### src/rtl/axi4_lite_master.sv
// -----------------------------------------------------------------------------
// axi4_lite_master
// Single-beat AXI4-Lite master with independent read and write channel FSMs.
// A one-cycle start request launches a transfer; completion is reported with a
// one-cycle done pulse, the registered read data and the slave error bit.
//
// Ports
//   clk_i, arst_ni                 clock, asynchronous active-low reset
//   start_read_i, start_write_i    one-cycle transfer requests
//   addr_i, data_i, strb_i         request address, write data, write strobe
//   data_o                         last read data
//   read_done_o, write_done_o      one-cycle completion pulses
//   read_busy_o, write_busy_o      channel FSM not idle
//   read_err_o, write_err_o        RESP[1] of the completed transfer
//   AR_*, R_*, AW_*, W_*, B_*      AXI4-Lite master channels
// -----------------------------------------------------------------------------
module axi4_lite_master #(
  parameter int AXI_ADDR_WIDTH = 64,
  parameter int AXI_DATA_WIDTH = 32
) (
  input  logic                          clk_i,
  input  logic                          arst_ni,
  input  logic                          start_read_i,
  input  logic                          start_write_i,
  input  logic [AXI_ADDR_WIDTH-1:0]     addr_i,
  input  logic [AXI_DATA_WIDTH-1:0]     data_i,
  input  logic [AXI_DATA_WIDTH/8-1:0]   strb_i,
  output logic [AXI_DATA_WIDTH-1:0]     data_o,
  output logic                          read_done_o,
  output logic                          write_done_o,
  output logic                          read_busy_o,
  output logic                          write_busy_o,
  output logic                          read_err_o,
  output logic                          write_err_o,
  // read address channel
  output logic                          AR_VALID,
  output logic [AXI_ADDR_WIDTH-1:0]     AR_ADDR,
  output logic [2:0]                    AR_PROT,
  input  logic                          AR_READY,
  // read data channel
  input  logic [AXI_DATA_WIDTH-1:0]     R_DATA,
  input  logic [1:0]                    R_RESP,
  input  logic                          R_VALID,
  output logic                          R_READY,
  // write address channel
  output logic                          AW_VALID,
  output logic [AXI_ADDR_WIDTH-1:0]     AW_ADDR,
  output logic [2:0]                    AW_PROT,
  input  logic                          AW_READY,
  // write data channel
  output logic [AXI_DATA_WIDTH-1:0]     W_DATA,
  output logic [AXI_DATA_WIDTH/8-1:0]   W_STRB,
  output logic                          W_VALID,
  input  logic                          W_READY,
  // write response channel
  input  logic [1:0]                    B_RESP,
  input  logic                          B_VALID,
  output logic                          B_READY
);

  typedef enum logic [1:0] {RD_IDLE, RD_ADDR, RD_DATA} rd_state_t;
  typedef enum logic [1:0] {WR_IDLE, WR_ADDR_DATA, WR_RESP} wr_state_t;

  rd_state_t r_rd_state;
  wr_state_t r_wr_state;
  logic      r_aw_done;
  logic      r_w_done;
  logic      w_aw_fin;
  logic      w_w_fin;
  logic      w_unused;

  // Only the error bit of each response is reported.
  assign w_unused = ^{R_RESP[0], B_RESP[0]};

  assign AR_PROT      = 3'b000;
  assign AW_PROT      = 3'b000;
  assign read_busy_o  = (r_rd_state != RD_IDLE);
  assign write_busy_o = (r_wr_state != WR_IDLE);

  // A channel counts as finished if it already handshook or handshakes now.
  assign w_aw_fin = r_aw_done | (AW_VALID & AW_READY);
  assign w_w_fin  = r_w_done  | (W_VALID  & W_READY);

  // Read channel FSM
  always_ff @(posedge clk_i or negedge arst_ni) begin
    if (!arst_ni) begin
      r_rd_state  <= RD_IDLE;
      AR_VALID    <= 1'b0;
      AR_ADDR     <= '0;
      R_READY     <= 1'b0;
      data_o      <= '0;
      read_done_o <= 1'b0;
      read_err_o  <= 1'b0;
    end else begin
      read_done_o <= 1'b0;
      case (r_rd_state)
        RD_IDLE: begin
          if (start_read_i) begin
            AR_ADDR    <= addr_i;
            AR_VALID   <= 1'b1;
            r_rd_state <= RD_ADDR;
          end
        end
        RD_ADDR: begin
          if (AR_READY) begin
            AR_VALID   <= 1'b0;
            R_READY    <= 1'b1;
            r_rd_state <= RD_DATA;
          end
        end
        RD_DATA: begin
          if (R_VALID) begin
            R_READY     <= 1'b0;
            data_o      <= R_DATA;
            read_err_o  <= R_RESP[1];
            read_done_o <= 1'b1;
            r_rd_state  <= RD_IDLE;
          end
        end
        default: begin
          AR_VALID   <= 1'b0;
          R_READY    <= 1'b0;
          r_rd_state <= RD_IDLE;
        end
      endcase
    end
  end

  // Write channel FSM; AW and W complete independently before the response
  always_ff @(posedge clk_i or negedge arst_ni) begin
    if (!arst_ni) begin
      r_wr_state   <= WR_IDLE;
      AW_VALID     <= 1'b0;
      AW_ADDR      <= '0;
      W_VALID      <= 1'b0;
      W_DATA       <= '0;
      W_STRB       <= '0;
      B_READY      <= 1'b0;
      r_aw_done    <= 1'b0;
      r_w_done     <= 1'b0;
      write_done_o <= 1'b0;
      write_err_o  <= 1'b0;
    end else begin
      write_done_o <= 1'b0;
      case (r_wr_state)
        WR_IDLE: begin
          if (start_write_i) begin
            AW_ADDR    <= addr_i;
            W_DATA     <= data_i;
            W_STRB     <= strb_i;
            AW_VALID   <= 1'b1;
            W_VALID    <= 1'b1;
            r_aw_done  <= 1'b0;
            r_w_done   <= 1'b0;
            r_wr_state <= WR_ADDR_DATA;
          end
        end
        WR_ADDR_DATA: begin
          if (AW_VALID && AW_READY) begin
            AW_VALID  <= 1'b0;
            r_aw_done <= 1'b1;
          end
          if (W_VALID && W_READY) begin
            W_VALID  <= 1'b0;
            r_w_done <= 1'b1;
          end
          if (w_aw_fin && w_w_fin) begin
            B_READY    <= 1'b1;
            r_wr_state <= WR_RESP;
          end
        end
        WR_RESP: begin
          if (B_VALID) begin
            B_READY      <= 1'b0;
            write_err_o  <= B_RESP[1];
            write_done_o <= 1'b1;
            r_wr_state   <= WR_IDLE;
          end
        end
        default: begin
          AW_VALID   <= 1'b0;
          W_VALID    <= 1'b0;
          B_READY    <= 1'b0;
          r_wr_state <= WR_IDLE;
        end
      endcase
    end
  end

endmodule

### config.mk
export PLATFORM = sky130hd
export DESIGN_NAME = axi4_lite_master
export DESIGN_NICKNAME = d
export VERILOG_FILES = /design/src/rtl/axi4_lite_master.sv
export SDC_FILE = /design/constraint.sdc
export NUM_CORES = 1
export LEC_CHECK = 0
export BUFFER_PORTS_ARGS = -buffer_cell sky130_fd_sc_hd__buf_2
export CELL_PAD_IN_SITES_DETAIL_PLACEMENT = 0
export CELL_PAD_IN_SITES_GLOBAL_PLACEMENT = 2
export CORE_MARGIN = 10
export CORE_UTILIZATION = 34
export DETAILED_ROUTE_END_ITERATION = 10
export PLACE_DENSITY_LB_ADDON = 0.1
export SYNTH_ARGS = -nofsm -noshare
export SYNTH_HDL_FRONTEND = slang
export SYNTH_SLANG_ARGS = --single-unit
### constraint.sdc
create_clock -name clk_i -period 4 [get_ports clk_i]
set_input_delay 0.2 -clock clk_i [delete_from_list [all_inputs] [get_ports clk_i]]
set_output_delay 0.2 -clock clk_i [all_outputs]
set_load 0.02 [all_outputs]
### After elaboration in Yosys (flattened, before gate mapping)

Index checks and enable logic that the tools add are counted.

| cells by class | value |
|---|---|
| equal/unequal tests | 12 |
| mux-type cells | 31 |
| bitwise operators | 8 |
| reductions and logical operators | 21 |

Operators by type and width:

| cell | count |
|---|---|
| $reduce_and A3 Y1 | 9 |
| $mux W1 | 16 |
| $ne A2 B2 Y1 const B | 8 |
| $pmux W1 S3 | 5 |
| $mux W2 | 6 |
| $pmux W2 S3 | 2 |
| $reduce_and A2 Y1 | 4 |
| $reduce_bool A2 Y1 | 3 |
| $eq A2 B1 Y1 const B | 2 |
| $eq A2 B2 Y1 const B | 2 |
| $logic_not A2 Y1 | 2 |
| $not A1 Y1 | 4 |
| $pmux W1 S2 | 2 |
| $logic_and A1 B1 Y1 | 3 |
| $and A1 B1 Y1 | 2 |
| $or A1 B1 Y1 | 2 |

| storage, ports and cells | value |
|---|---|
| logic and storage cells | 90 |
| register bits | 211 |

### Logic depth before layout (Yosys ltp)

Gate-level depths: netlist (run 1).

| depth | value |
|---|---|
| word-level depth | 5 |
| gate-level depth with buffers | 5 |

### Worst setup path after synthesis (run 1)

No wires, ideal clock.

| path | value |
|---|---|
| kind | flip-flop to flip-flop |
| start point | register r_wr_state[1] |
| end point | register AW_ADDR[0] |
| stages on the path, launching flop included | 6 |
| data required time | 3875 ps |
| setup slack | 2606 ps |
| data arrival time | 1269 ps |
| path buffers | 2 |
| setup time | 125 ps |
| path through | dfrtp_1 -> nand2b_4 -> nor2_4 -> buf_12 -> buf_12 -> mux2_4 |

| on the way | value |
|---|---|
| word-level cells in the longest chain between the ends | 2 |

Ends and longest elaborated chain:

| item | RTL line | source |
|---|---|---|
| from (decl) | 65 | `wr_state_t r_wr_state;` |
| from (signal assigned) | 132 | `r_wr_state <= WR_IDLE;` |
| from (signal assigned) | 155 | `r_wr_state <= WR_ADDR_DATA;` |
| from (signal assigned) | 169 | `r_wr_state <= WR_RESP;` |
| $logic_not A2 Y1 | 145 | `case (r_wr_state)` |
| $reduce_and A2 Y1 (no source line) | -- |  |
| to (signal assigned) | 148 | `AW_ADDR <= addr_i;` |
| to (decl) | 47 | `output logic [AXI_ADDR_WIDTH-1:0] AW_ADDR,` |

Every way passes these cells.
A chain may end at the register's enable or synchronous reset.

### Worst setup path after layout (run 1)

| path | value |
|---|---|
| start point | register r_rd_state[0] |
| end point | register AR_ADDR[41] |

| on the way | value |
|---|---|
| word-level cells in the longest chain between the ends | 2 |

Ends and longest elaborated chain:

| item | RTL line | source |
|---|---|---|
| from (decl) | 64 | `rd_state_t r_rd_state;` |
| from (signal assigned) | 87 | `r_rd_state <= RD_IDLE;` |
| from (signal assigned) | 101 | `r_rd_state <= RD_ADDR;` |
| from (signal assigned) | 108 | `r_rd_state <= RD_DATA;` |
| $logic_not A2 Y1 | 96 | `case (r_rd_state)` |
| $reduce_and A2 Y1 (no source line) | -- |  |
| to (signal assigned) | 99 | `AR_ADDR <= addr_i;` |
| to (decl) | 37 | `output logic [AXI_ADDR_WIDTH-1:0] AR_ADDR,` |

Every way passes these cells.

==> metrics.txt, run 1 <==
# TYPE chip_impl_metric gauge
chip_impl_info{name="outcome",value="completed"} 1
chip_impl_metric{name="cts.clk_slew.worst_paths",unit="ns"} 0.06
chip_impl_metric{name="port_buffers",unit=""} 349
chip_impl_info{name="critPathCapture",value="AR_ADDR[41]"} 1
chip_impl_metric{name="post_synth_instance_area",unit="sq um"} 8490
chip_impl_metric{name="ys_ff_latch",unit=""} 211
chip_impl_metric{name="total_die_area",unit="sq um"} 31700
chip_impl_metric{name="muxShareOfSynthArea",unit="%"} 30.2
chip_impl_metric{name="maximum_capacitance_violations",unit=""} 0
chip_impl_metric{name="synth_top_area_share",unit="%"} 62.2
chip_impl_metric{name="worst_slack",unit="ns"} 1.81
chip_impl_metric{name="critical_path_required",unit="ns"} 4.38
chip_impl_metric{name="worst_skew_late_latency",unit="ns"} 0.50
chip_impl_metric{name="report.final.slew_viol_count",unit=""} 0
chip_impl_info{name="start_kind",value="flop"} 1
chip_impl_metric{name="peakVddDrop",unit="V"} 0.000372
chip_impl_metric{name="postRouteAntennaNets",unit=""} 0
chip_impl_info{name="grt_setup_unrepaired",value="false"} 1
chip_impl_metric{name="reg2reg_slack",unit="ns"} 1.81
chip_impl_metric{name="finalWorstPathRequiredPeriod",unit="ns"} 2.19
chip_impl_metric{name="post_synthesis_compound_gate_area_fraction",unit="%"} 1.28
chip_impl_metric{name="route.vias.total",unit=""} 5821
chip_impl_metric{name="synth_simple_gate_area_share",unit="%"} 1.78
chip_impl_metric{name="die_w",unit="microns"} 178
chip_impl_metric{name="grt_antenna_before_repair",unit=""} 0
chip_impl_metric{name="timing.critical_path.arrival",unit="ns"} 2.57
chip_impl_metric{name="critical_path.n_buffers_inverters",unit=""} 1
chip_impl_info{name="timing.critical_path.cells",value="nand2b_4, nor2_8, buf_4, mux2_2"} 1
chip_impl_metric{name="dp_worst_setup_slack",unit="ns"} 1.75
chip_impl_metric{name="numClockSinks",unit=""} 211
chip_impl_metric{name="floorplan.initialDensity",unit="%"} 34.7
chip_impl_metric{name="fin_setup_tns",unit="ns"} 0
chip_impl_info{name="worst_hold_path_type",value="in2reg"} 1
chip_impl_metric{name="highest_net_fanout_along_the_worst_path",unit=""} 49
chip_impl_metric{name="postCtsSetupBuffers",unit=""} 0
chip_impl_metric{name="max_slew.worst_pin.slew",unit="ns"} 0.960
chip_impl_metric{name="cts_buffers",unit=""} 25
chip_impl_metric{name="setup-violations-final",unit=""} 0
chip_impl_info{name="clock-root-buffer",value="sky130_fd_sc_hd__clkbuf_16"} 1
chip_impl_metric{name="worstSetupPathDepth",unit=""} 4
chip_impl_metric{name="syn_inst_count",unit=""} 484
chip_impl_metric{name="floorplan_core_area",unit="sq um"} 24500
chip_impl_metric{name="firstDrtPassIters",unit=""} 4
chip_impl_info{name="mostFrequentLayoutCells",value="348 x sky130_fd_sc_hd__buf_2, 211 x sky130_fd_sc_hd__dfrtp_1, 140 x sky130_fd_sc_hd__dlygate4sd3_1, 104 x sky130_fd_sc_hd__mux2_2, 89 x sky130_fd_sc_hd__mux2_4"} 1
chip_impl_metric{name="drive_above_1_share",unit="%"} 59.8
chip_impl_metric{name="reg2reg_depth",unit=""} 4
chip_impl_info{name="crit_path_end_kind",value="flop"} 1
chip_impl_info{name="most_common_cell_after_layout_fill_and_taps_aside",value="sky130_fd_sc_hd__buf_2"} 1
chip_impl_metric{name="finalCritPeriodShare",unit="%"} 54.8
chip_impl_metric{name="gp_congestion",unit=""} 0.740
chip_impl_info{name="timing.hold.worst.start",value="R_VALID"} 1
chip_impl_metric{name="track_usage",unit="%"} 15.4
chip_impl_metric{name="post_cts_resize_count",unit=""} 0
chip_impl_metric{name="avgSynthCellArea",unit="sq um"} 17.5
chip_impl_metric{name="p_total",unit="mW"} 11.2
chip_impl_info{name="worst-setup-path-type",value="reg2reg"} 1
chip_impl_metric{name="die-height",unit="microns"} 178
chip_impl_metric{name="global_route_wire_length_before_repair",unit="mm"} 38.9
chip_impl_info{name="regToRegEndpoint",value="AR_ADDR[41]"} 1
chip_impl_metric{name="worst_clock_skew_on_the_final_layout",unit="ns"} 0.00861
chip_impl_metric{name="design.portCount",unit=""} 358
chip_impl_metric{name="grt_pass1_vias",unit=""} 6656
chip_impl_metric{name="htreeDepth",unit=""} 1
chip_impl_metric{name="post_synth_fa_ha_maj_area_fraction",unit="%"} 0
chip_impl_info{name="post-synth-top-area-cell",value="sky130_fd_sc_hd__dfrtp_1"} 1
chip_impl_metric{name="maxClockFrequency",unit="GHz"} 0.456
chip_impl_metric{name="clockBufferDepth",unit=""} 3
chip_impl_metric{name="diodes",unit=""} 0
chip_impl_info{name="critPathSlowestCell",value="sky130_fd_sc_hd__nor2_8"} 1
chip_impl_metric{name="hpwlAfterDp",unit="mm"} 18.1
chip_impl_metric{name="drt-total-wl",unit="mm"} 25.1
chip_impl_metric{name="drt_iter0_drc",unit=""} 265
chip_impl_info{name="cts_tree",value="done"} 1
chip_impl_info{name="ys_top_cells_by_area",value="sky130_fd_sc_hd__dfrtp_1 62%, sky130_fd_sc_hd__mux2_4 16%, sky130_fd_sc_hd__mux2_2 14%, sky130_fd_sc_hd__buf_12 2.4%, sky130_fd_sc_hd__buf_6 0.93%"} 1
chip_impl_metric{name="area_growth_syn_to_fin",unit="%"} 48.6
chip_impl_metric{name="largest_net_degree_at_the_start_of_global_routing",unit=""} 112
chip_impl_metric{name="gr-total-overflow",unit=""} 0
chip_impl_metric{name="timing.final.hold_violations",unit=""} 0
chip_impl_metric{name="rows",unit=""} 57
chip_impl_metric{name="power_density",unit="nW/um^2"} 886
chip_impl_info{name="worst_r2r_startpoint",value="r_rd_state[0]"} 1
chip_impl_info{name="crit_start",value="r_rd_state[0]"} 1
chip_impl_metric{name="detail_route.drc_violations",unit=""} 0
chip_impl_metric{name="route.detailed.vias_per_inst",unit=""} 4.40
chip_impl_metric{name="layout.nets",unit=""} 1128
chip_impl_metric{name="total_leakage_power",unit="nW"} 6.17
chip_impl_metric{name="timing.critical_path.slowest_cell_delay",unit="ns"} 0.73
chip_impl_metric{name="slew-limit-headroom",unit="%"} 36.0
chip_impl_metric{name="wire_per_inst",unit="microns"} 19.0
chip_impl_metric{name="synth-seq-area-share",unit="%"} 62.2
chip_impl_metric{name="synth_xor_area_share",unit="%"} 0
chip_impl_metric{name="ys.warnings.count",unit=""} 0
chip_impl_info{name="synth_top_family_by_area",value="multiplexers"} 1
chip_impl_info{name="cp_top_family",value="simple AND/OR/NAND/NOR gates"} 1
chip_impl_metric{name="netlist-cell-type-count",unit=""} 27
## metal layers
metal	part of all wire (%)	track usage, %
met1	38	17.8
met2	49	26.3
met3	9.1	5.43
met4	3.1	4.69
met5	0	0
## what timing repair did
item	4_1_cts	5_1_grt
endpoints found under the setup margin	0	0
hold endpoints to repair	261	0
hold buffers	140	0
## worst register-to-register path, cell delays in order, from the launching register on
cell and delay, ns:
sky130_fd_sc_hd__dfrtp_1 0.45, sky130_fd_sc_hd__nand2b_4 0.21, sky130_fd_sc_hd__nor2_8 0.73, sky130_fd_sc_hd__buf_4 0.34
sky130_fd_sc_hd__mux2_2 0.36
## cells in the mapped netlist
| library cell | instances |
|---|---|
| sky130_fd_sc_hd__dfrtp_1 | 211 |
| sky130_fd_sc_hd__mux2_2 | 104 |
| sky130_fd_sc_hd__mux2_4 | 89 |
| sky130_fd_sc_hd__buf_12 | 10 |
| sky130_fd_sc_hd__buf_4 | 10 |
| sky130_fd_sc_hd__buf_6 | 7 |
| sky130_fd_sc_hd__nor2_1 | 7 |
| sky130_fd_sc_hd__a21oi_1 | 6 |
| sky130_fd_sc_hd__inv_1 | 6 |
| sky130_fd_sc_hd__mux2_1 | 5 |
| sky130_fd_sc_hd__nand2_1 | 4 |
| sky130_fd_sc_hd__o21ai_0 | 4 |
| sky130_fd_sc_hd__or2_2 | 3 |
| sky130_fd_sc_hd__a31oi_1 | 2 |
| sky130_fd_sc_hd__nand2b_4 | 2 |
| sky130_fd_sc_hd__o22ai_1 | 2 |
| sky130_fd_sc_hd__o32ai_1 | 2 |
| sky130_fd_sc_hd__a31o_2 | 1 |
| sky130_fd_sc_hd__and2b_1 | 1 |
| sky130_fd_sc_hd__buf_2 | 1 |
| sky130_fd_sc_hd__conb_1 | 1 |
| sky130_fd_sc_hd__nand2b_1 | 1 |
| sky130_fd_sc_hd__nand3b_2 | 1 |
| sky130_fd_sc_hd__nor2_4 | 1 |
| sky130_fd_sc_hd__nor2_8 | 1 |
| sky130_fd_sc_hd__o21a_1 | 1 |
| sky130_fd_sc_hd__or2b_1 | 1 |
## area by class of cell
class	instances	area [sq um]
inverters	6	22.5
well taps	324	405
clock buffers	36	747
fillers	2123	11800
multi-input cells	244	2850
clock inverters	7	85.1
flip-flops and latches	211	5280
repair buffers	495	3230
## how the worst min path moves through the flow
stage / end / cells past startpoint / slack [ns]
global placement: W_DATA[13] / 1 / 0.19
detailed placement: W_DATA[13] / 1 / 0.20
CTS: r_rd_state[0] / 3 / 0.0001
floorplan: AR_ADDR[0] / 0 / -0.1
global route: r_rd_state[0] / 3 / 0.03
finish: R_READY / 4 / 0.02
## power by group
| group | switching [mW] | total (mW) | internal, mW | leakage, nW |
|---|---|---|---|---|
| Combinational | 2.80 | 5.09 | 2.29 | 3.26 |
| Clock | 0.852 | 2.26 | 1.41 | 0.417 |
| Sequential | 0.594 | 3.82 | 3.23 | 2.49 |
## sequential cells by signal, summed over array words and instances (netlist names)
signal	flops
AR_ADDR	64
AW_ADDR	64
W_DATA	32
data_o	32
W_STRB	4
r_rd_state	2
r_wr_state	2
AR_VALID	1
AW_VALID	1
B_READY	1
R_READY	1
W_VALID	1
r_aw_done	1
r_w_done	1
read_done_o	1
read_err_o	1
write_done_o	1
write_err_o	1
## cells by family after synthesis
group / after synthesis
AOI/OAI and AO/OA: 18
other: 1
muxes: 198
DFF: 211
buffers and inverters: 34
and+or+nand+nor: 22
## per-stage QoR
step	instance area, sq um	hold WS (ns)	instances	util (%)
5_1_grt	12600	0.0282	1323	51.6
6_report	12600	0.0168	1323	51.6
3_3_place_gp	10400	0.193	1140	42.4
4_1_cts	12600	0.000144	1323	51.6
3_5_place_dp	10400	0.202	1140	42.4
2_1_floorplan	8510	-0.0956	489	-
Power figures use the tool's default switching activity.
==> run 2: changes to the inputs <==
--- a/config.mk
+++ b/config.mk
@@ -5,11 +5,12 @@
 export SDC_FILE = /design/constraint.sdc
 export NUM_CORES = 1
 export LEC_CHECK = 0
+export ABC_AREA = 1
 export BUFFER_PORTS_ARGS = -buffer_cell sky130_fd_sc_hd__buf_2
 export CELL_PAD_IN_SITES_DETAIL_PLACEMENT = 0
 export CELL_PAD_IN_SITES_GLOBAL_PLACEMENT = 2
 export CORE_MARGIN = 10
-export CORE_UTILIZATION = 34
+export CORE_UTILIZATION = 27
 export DETAILED_ROUTE_END_ITERATION = 10
 export PLACE_DENSITY_LB_ADDON = 0.1
 export SYNTH_ARGS = -nofsm -noshare
==> constraint.sdc (replaced) <==
create_clock -name clk_i -period 2.15 [get_ports clk_i]
set_input_delay 0.1075 -clock clk_i [delete_from_list [all_inputs] [get_ports clk_i]]
set_output_delay 0.1075 -clock clk_i [all_outputs]
set_load 0.02 [all_outputs]
==> run 2 against run 1 <==
Hold slack better by 0.053 ns; cell count up 32%; core utilization decreased by 9.5 points; clock-buffer cell count grew 9; synthesized cell count grew 75%; first-iteration DRC count increased by 19%; combinational power increased by 59%; sequential share of layout area grew 0.63 points; wire length rose by 11%; total power rose by 72%; non-clock buffer count grew 11; clock skew up 0.0021 ns.
==> metrics.txt, run 2 <==
# TYPE chip_impl_metric gauge
chip_impl_info{name="outcome",value="completed"} 1
chip_impl_metric{name="gr-total-overflow",unit=""} 0
chip_impl_metric{name="clockBufferDepth",unit=""} 3
chip_impl_metric{name="timing.critical_path.arrival",unit="ns"} 2.44
chip_impl_metric{name="grt_pass1_vias",unit=""} 7530
chip_impl_metric{name="finalWorstPathRequiredPeriod",unit="ns"} 2.05
chip_impl_metric{name="worst_clock_skew_on_the_final_layout",unit="ns"} 0.0107
chip_impl_metric{name="diodes",unit=""} 0
chip_impl_metric{name="switching_share",unit="%"} 42.0
chip_impl_metric{name="design.portCount",unit=""} 358
chip_impl_metric{name="avgSynthCellArea",unit="sq um"} 9.51
chip_impl_metric{name="grt_antenna_before_repair",unit=""} 1
chip_impl_metric{name="drt_iter0_drc",unit=""} 316
chip_impl_metric{name="netlist-cell-type-count",unit=""} 21
chip_impl_metric{name="highest_net_fanout_along_the_worst_path",unit=""} 6
chip_impl_metric{name="gp_congestion",unit=""} 0.721
chip_impl_metric{name="peakVddDrop",unit="V"} 0.000736
chip_impl_metric{name="total_die_area",unit="sq um"} 37100
chip_impl_metric{name="reg2reg_slack",unit="ns"} 0.10
chip_impl_metric{name="rows",unit=""} 63
chip_impl_info{name="ys_top_cells_by_count",value="358 x sky130_fd_sc_hd__nand2_1, 211 x sky130_fd_sc_hd__dfrtp_1, 76 x sky130_fd_sc_hd__inv_1"} 1
chip_impl_metric{name="worst_slack",unit="ns"} 0.103
chip_impl_metric{name="max_slew.worst_pin.slew",unit="ns"} 0.615
chip_impl_metric{name="global_route_wire_length_before_repair",unit="mm"} 43.0
chip_impl_metric{name="dp_worst_setup_slack",unit="ns"} 0.642
chip_impl_metric{name="setup-violations-final",unit=""} 0
chip_impl_metric{name="cts_buffers",unit=""} 27
chip_impl_metric{name="fin_setup_tns",unit="ns"} 0
chip_impl_metric{name="htreeDepth",unit=""} 1
chip_impl_metric{name="int_power",unit="mW"} 11.2
chip_impl_info{name="largest_registers",value="AR_ADDR x64, AW_ADDR x64"} 1
chip_impl_metric{name="worst_skew_late_latency",unit="ns"} 0.52
chip_impl_info{name="post-synth-top-area-cell",value="sky130_fd_sc_hd__dfrtp_1"} 1
chip_impl_metric{name="asyncSetResetFlopFracSynth",unit="%"} 100
chip_impl_metric{name="die_w",unit="microns"} 193
chip_impl_metric{name="maxClockFrequency",unit="GHz"} 0.489
chip_impl_metric{name="port_buffers",unit=""} 349
chip_impl_metric{name="syn_inst_count",unit=""} 847
chip_impl_metric{name="route.vias.total",unit=""} 7047
chip_impl_metric{name="floorplan_core_area",unit="sq um"} 29600
chip_impl_metric{name="p_total",unit="mW"} 19.2
chip_impl_metric{name="postRouteAntennaNets",unit=""} 0
chip_impl_metric{name="cts.clk_slew.worst_paths",unit="ns"} 0.06
chip_impl_metric{name="route.detailed.vias_per_inst",unit=""} 4.03
chip_impl_metric{name="filler_cell_count",unit=""} 3031
chip_impl_info{name="clock-root-buffer",value="sky130_fd_sc_hd__clkbuf_16"} 1
chip_impl_metric{name="synth_top_area_share",unit="%"} 65.5
chip_impl_metric{name="largest_net_degree_at_the_start_of_global_routing",unit=""} 88
chip_impl_metric{name="critical_path_required",unit="ns"} 2.54
chip_impl_metric{name="layout.nets",unit=""} 1484
chip_impl_metric{name="power_density",unit="nW/um^2"} 1550
chip_impl_metric{name="clock_power_share",unit="%"} 22.8
chip_impl_info{name="yosys.cell_count.top_type",value="sky130_fd_sc_hd__nand2_1"} 1
chip_impl_metric{name="hold_ws",unit="ns"} 0.0701
chip_impl_info{name="start_kind",value="flop"} 1
chip_impl_info{name="grt_setup_unrepaired",value="false"} 1
chip_impl_metric{name="maximum_capacitance_violations",unit=""} 0
chip_impl_info{name="mostFrequentLayoutCells",value="358 x sky130_fd_sc_hd__nand2_1, 348 x sky130_fd_sc_hd__buf_2, 210 x sky130_fd_sc_hd__dfrtp_1, 143 x sky130_fd_sc_hd__dlygate4sd3_1, 76 x sky130_fd_sc_hd__inv_1"} 1
chip_impl_metric{name="net-switching-power",unit="mW"} 8.09
chip_impl_info{name="dominantRegCellSynth",value="sky130_fd_sc_hd__dfrtp_1"} 1
chip_impl_info{name="crit_path_end_kind",value="flop"} 1
chip_impl_metric{name="wire_per_inst",unit="microns"} 15.9
chip_impl_metric{name="die-height",unit="microns"} 193
chip_impl_metric{name="post_synth_instance_area",unit="sq um"} 8060
chip_impl_metric{name="timing.final.hold_violations",unit=""} 0
chip_impl_metric{name="area_growth_syn_to_fin",unit="%"} 54.3
chip_impl_metric{name="firstDrtPassIters",unit=""} 4
chip_impl_info{name="ys_top_cells_by_area",value="sky130_fd_sc_hd__dfrtp_1 66%, sky130_fd_sc_hd__nand2_1 17%, sky130_fd_sc_hd__o21ai_1 4.6%, sky130_fd_sc_hd__o21ai_0 3.5%, sky130_fd_sc_hd__inv_1 3.5%"} 1
chip_impl_metric{name="ys_ff_latch",unit=""} 211
chip_impl_info{name="worst_hold_path_type",value="in2reg"} 1
chip_impl_metric{name="finalCritPeriodShare",unit="%"} 95.2
chip_impl_metric{name="total_leakage_power",unit="nW"} 6.83
chip_impl_metric{name="utilization",unit="%"} 42.0
chip_impl_metric{name="drt-total-wl",unit="mm"} 27.9
chip_impl_info{name="worst-setup-path-type",value="reg2reg"} 1
chip_impl_info{name="most_common_cell_after_layout_fill_and_taps_aside",value="sky130_fd_sc_hd__nand2_1"} 1
chip_impl_metric{name="slew-limit-headroom",unit="%"} 58.9
chip_impl_metric{name="synth-seq-area-share",unit="%"} 65.5
chip_impl_metric{name="report.final.slew_viol_count",unit=""} 0
chip_impl_metric{name="floorplan.initialDensity",unit="%"} 27.3
chip_impl_metric{name="ys.warnings.count",unit=""} 0
chip_impl_metric{name="detail_route.drc_violations",unit=""} 0
chip_impl_metric{name="drive_above_1_share",unit="%"} 30.4
chip_impl_metric{name="synth_edf_count",unit=""} 0
chip_impl_info{name="cts_tree",value="done"} 1
chip_impl_metric{name="numClockSinks",unit=""} 211
chip_impl_metric{name="track_usage",unit="%"} 14.5
chip_impl_metric{name="pwr-share-seq",unit="%"} 35.3
chip_impl_metric{name="hpwlAfterDp",unit="mm"} 19.8
chip_impl_metric{name="power_frac_comb",unit="%"} 41.9
## run 2: cell count changes after synthesis, sizes merged, moves of 4 or more
cell / change
o21ai: +127
nand3: +5
a21oi: -4
buf: +15
inv: +73
nand2: +356
mux2: -198
clkbuf: +5
## run 2: timing repair
item / CTS / global route
resized for setup: 0 / 2
endpoints found under the setup margin: 0 / 1
hold buffers: 143 / 0
endpoints found under the hold margin: 263 / 0
setup buffers: 0 / 0
## run 2: cell families (layout without fill, tap and decap cells)
logic type | count (synthesis) | in the layout | synth area share [%]
buffers and inverters | 127 | 634 | 8.09
AND/OR/NAND/NOR | 371 | 371 | 17.7
flip-flops | 211 | 211 | 65.5
other | 1 | 6 | 0.0466
AO/OA/AOI/OAI | 137 | 137 | 8.61
## run 2: worst paths after layout
path	from	endpoint	cells past startpoint
max reg2reg	r_wr_state[1]	write_err_o	8
min in group asynchronous	arst_ni	AW_ADDR[42]	2
min reg2reg	data_o[12]	data_o[12]	2
max in group asynchronous	arst_ni	data_o[3]	3
max	r_wr_state[1]	write_err_o	8
min	start_write_i	AW_VALID	6
## run 2: power groups by stage
stage | combinational (mW) | sequential (mW) | clock (mW)
3_5_place_dp | 8.07 | 6.83 | 0
2_1_floorplan | 2.68 | 9.09 | 0
6_report | 8.07 | 6.79 | 4.39
4_1_cts | 8.30 | 6.81 | 4.56
3_3_place_gp | 8.04 | 6.80 | 0
5_1_grt | 8.95 | 7.06 | 4.74
## run 2: metal layers
layer  share of wire, %  GRT usage, %
met3                9.5          5.08
met2                 47          24.2
met1                 41          17.4
met5              0.039             0
met4                2.3          3.70
## run 2: cell type report
cell class	instances	area [sq um]	area share (%)
tap	390	488	3.93
clock buffer	45	823	6.62
multi-input combinational	514	2150	17.3
clock inverter	4	47.5	0.383
inverter	79	297	2.39
timing repair buffer	506	3340	26.9
sequential	211	5280	42.5
## run 2: critical path: stages (launching register included)
cell	delay, ns
sky130_fd_sc_hd__dfrtp_1	0.40
sky130_fd_sc_hd__inv_2	0.14
sky130_fd_sc_hd__nor2_2	0.06
sky130_fd_sc_hd__nand2_1	0.08
sky130_fd_sc_hd__inv_1	0.05
sky130_fd_sc_hd__nand2_1	0.05
sky130_fd_sc_hd__dlygate4sd3_1	0.55
sky130_fd_sc_hd__nand2_1	0.05
sky130_fd_sc_hd__dlygate4sd3_1	0.54
## run 2: per-stage QoR
stage / area (sq um) / cells
after detailed placement: 10100 / 1557
after floorplan: 8070 / 852
after global placement: 10100 / 1557
after global routing: 12400 / 1749
after CTS: 12400 / 1749
final: 12400 / 1749
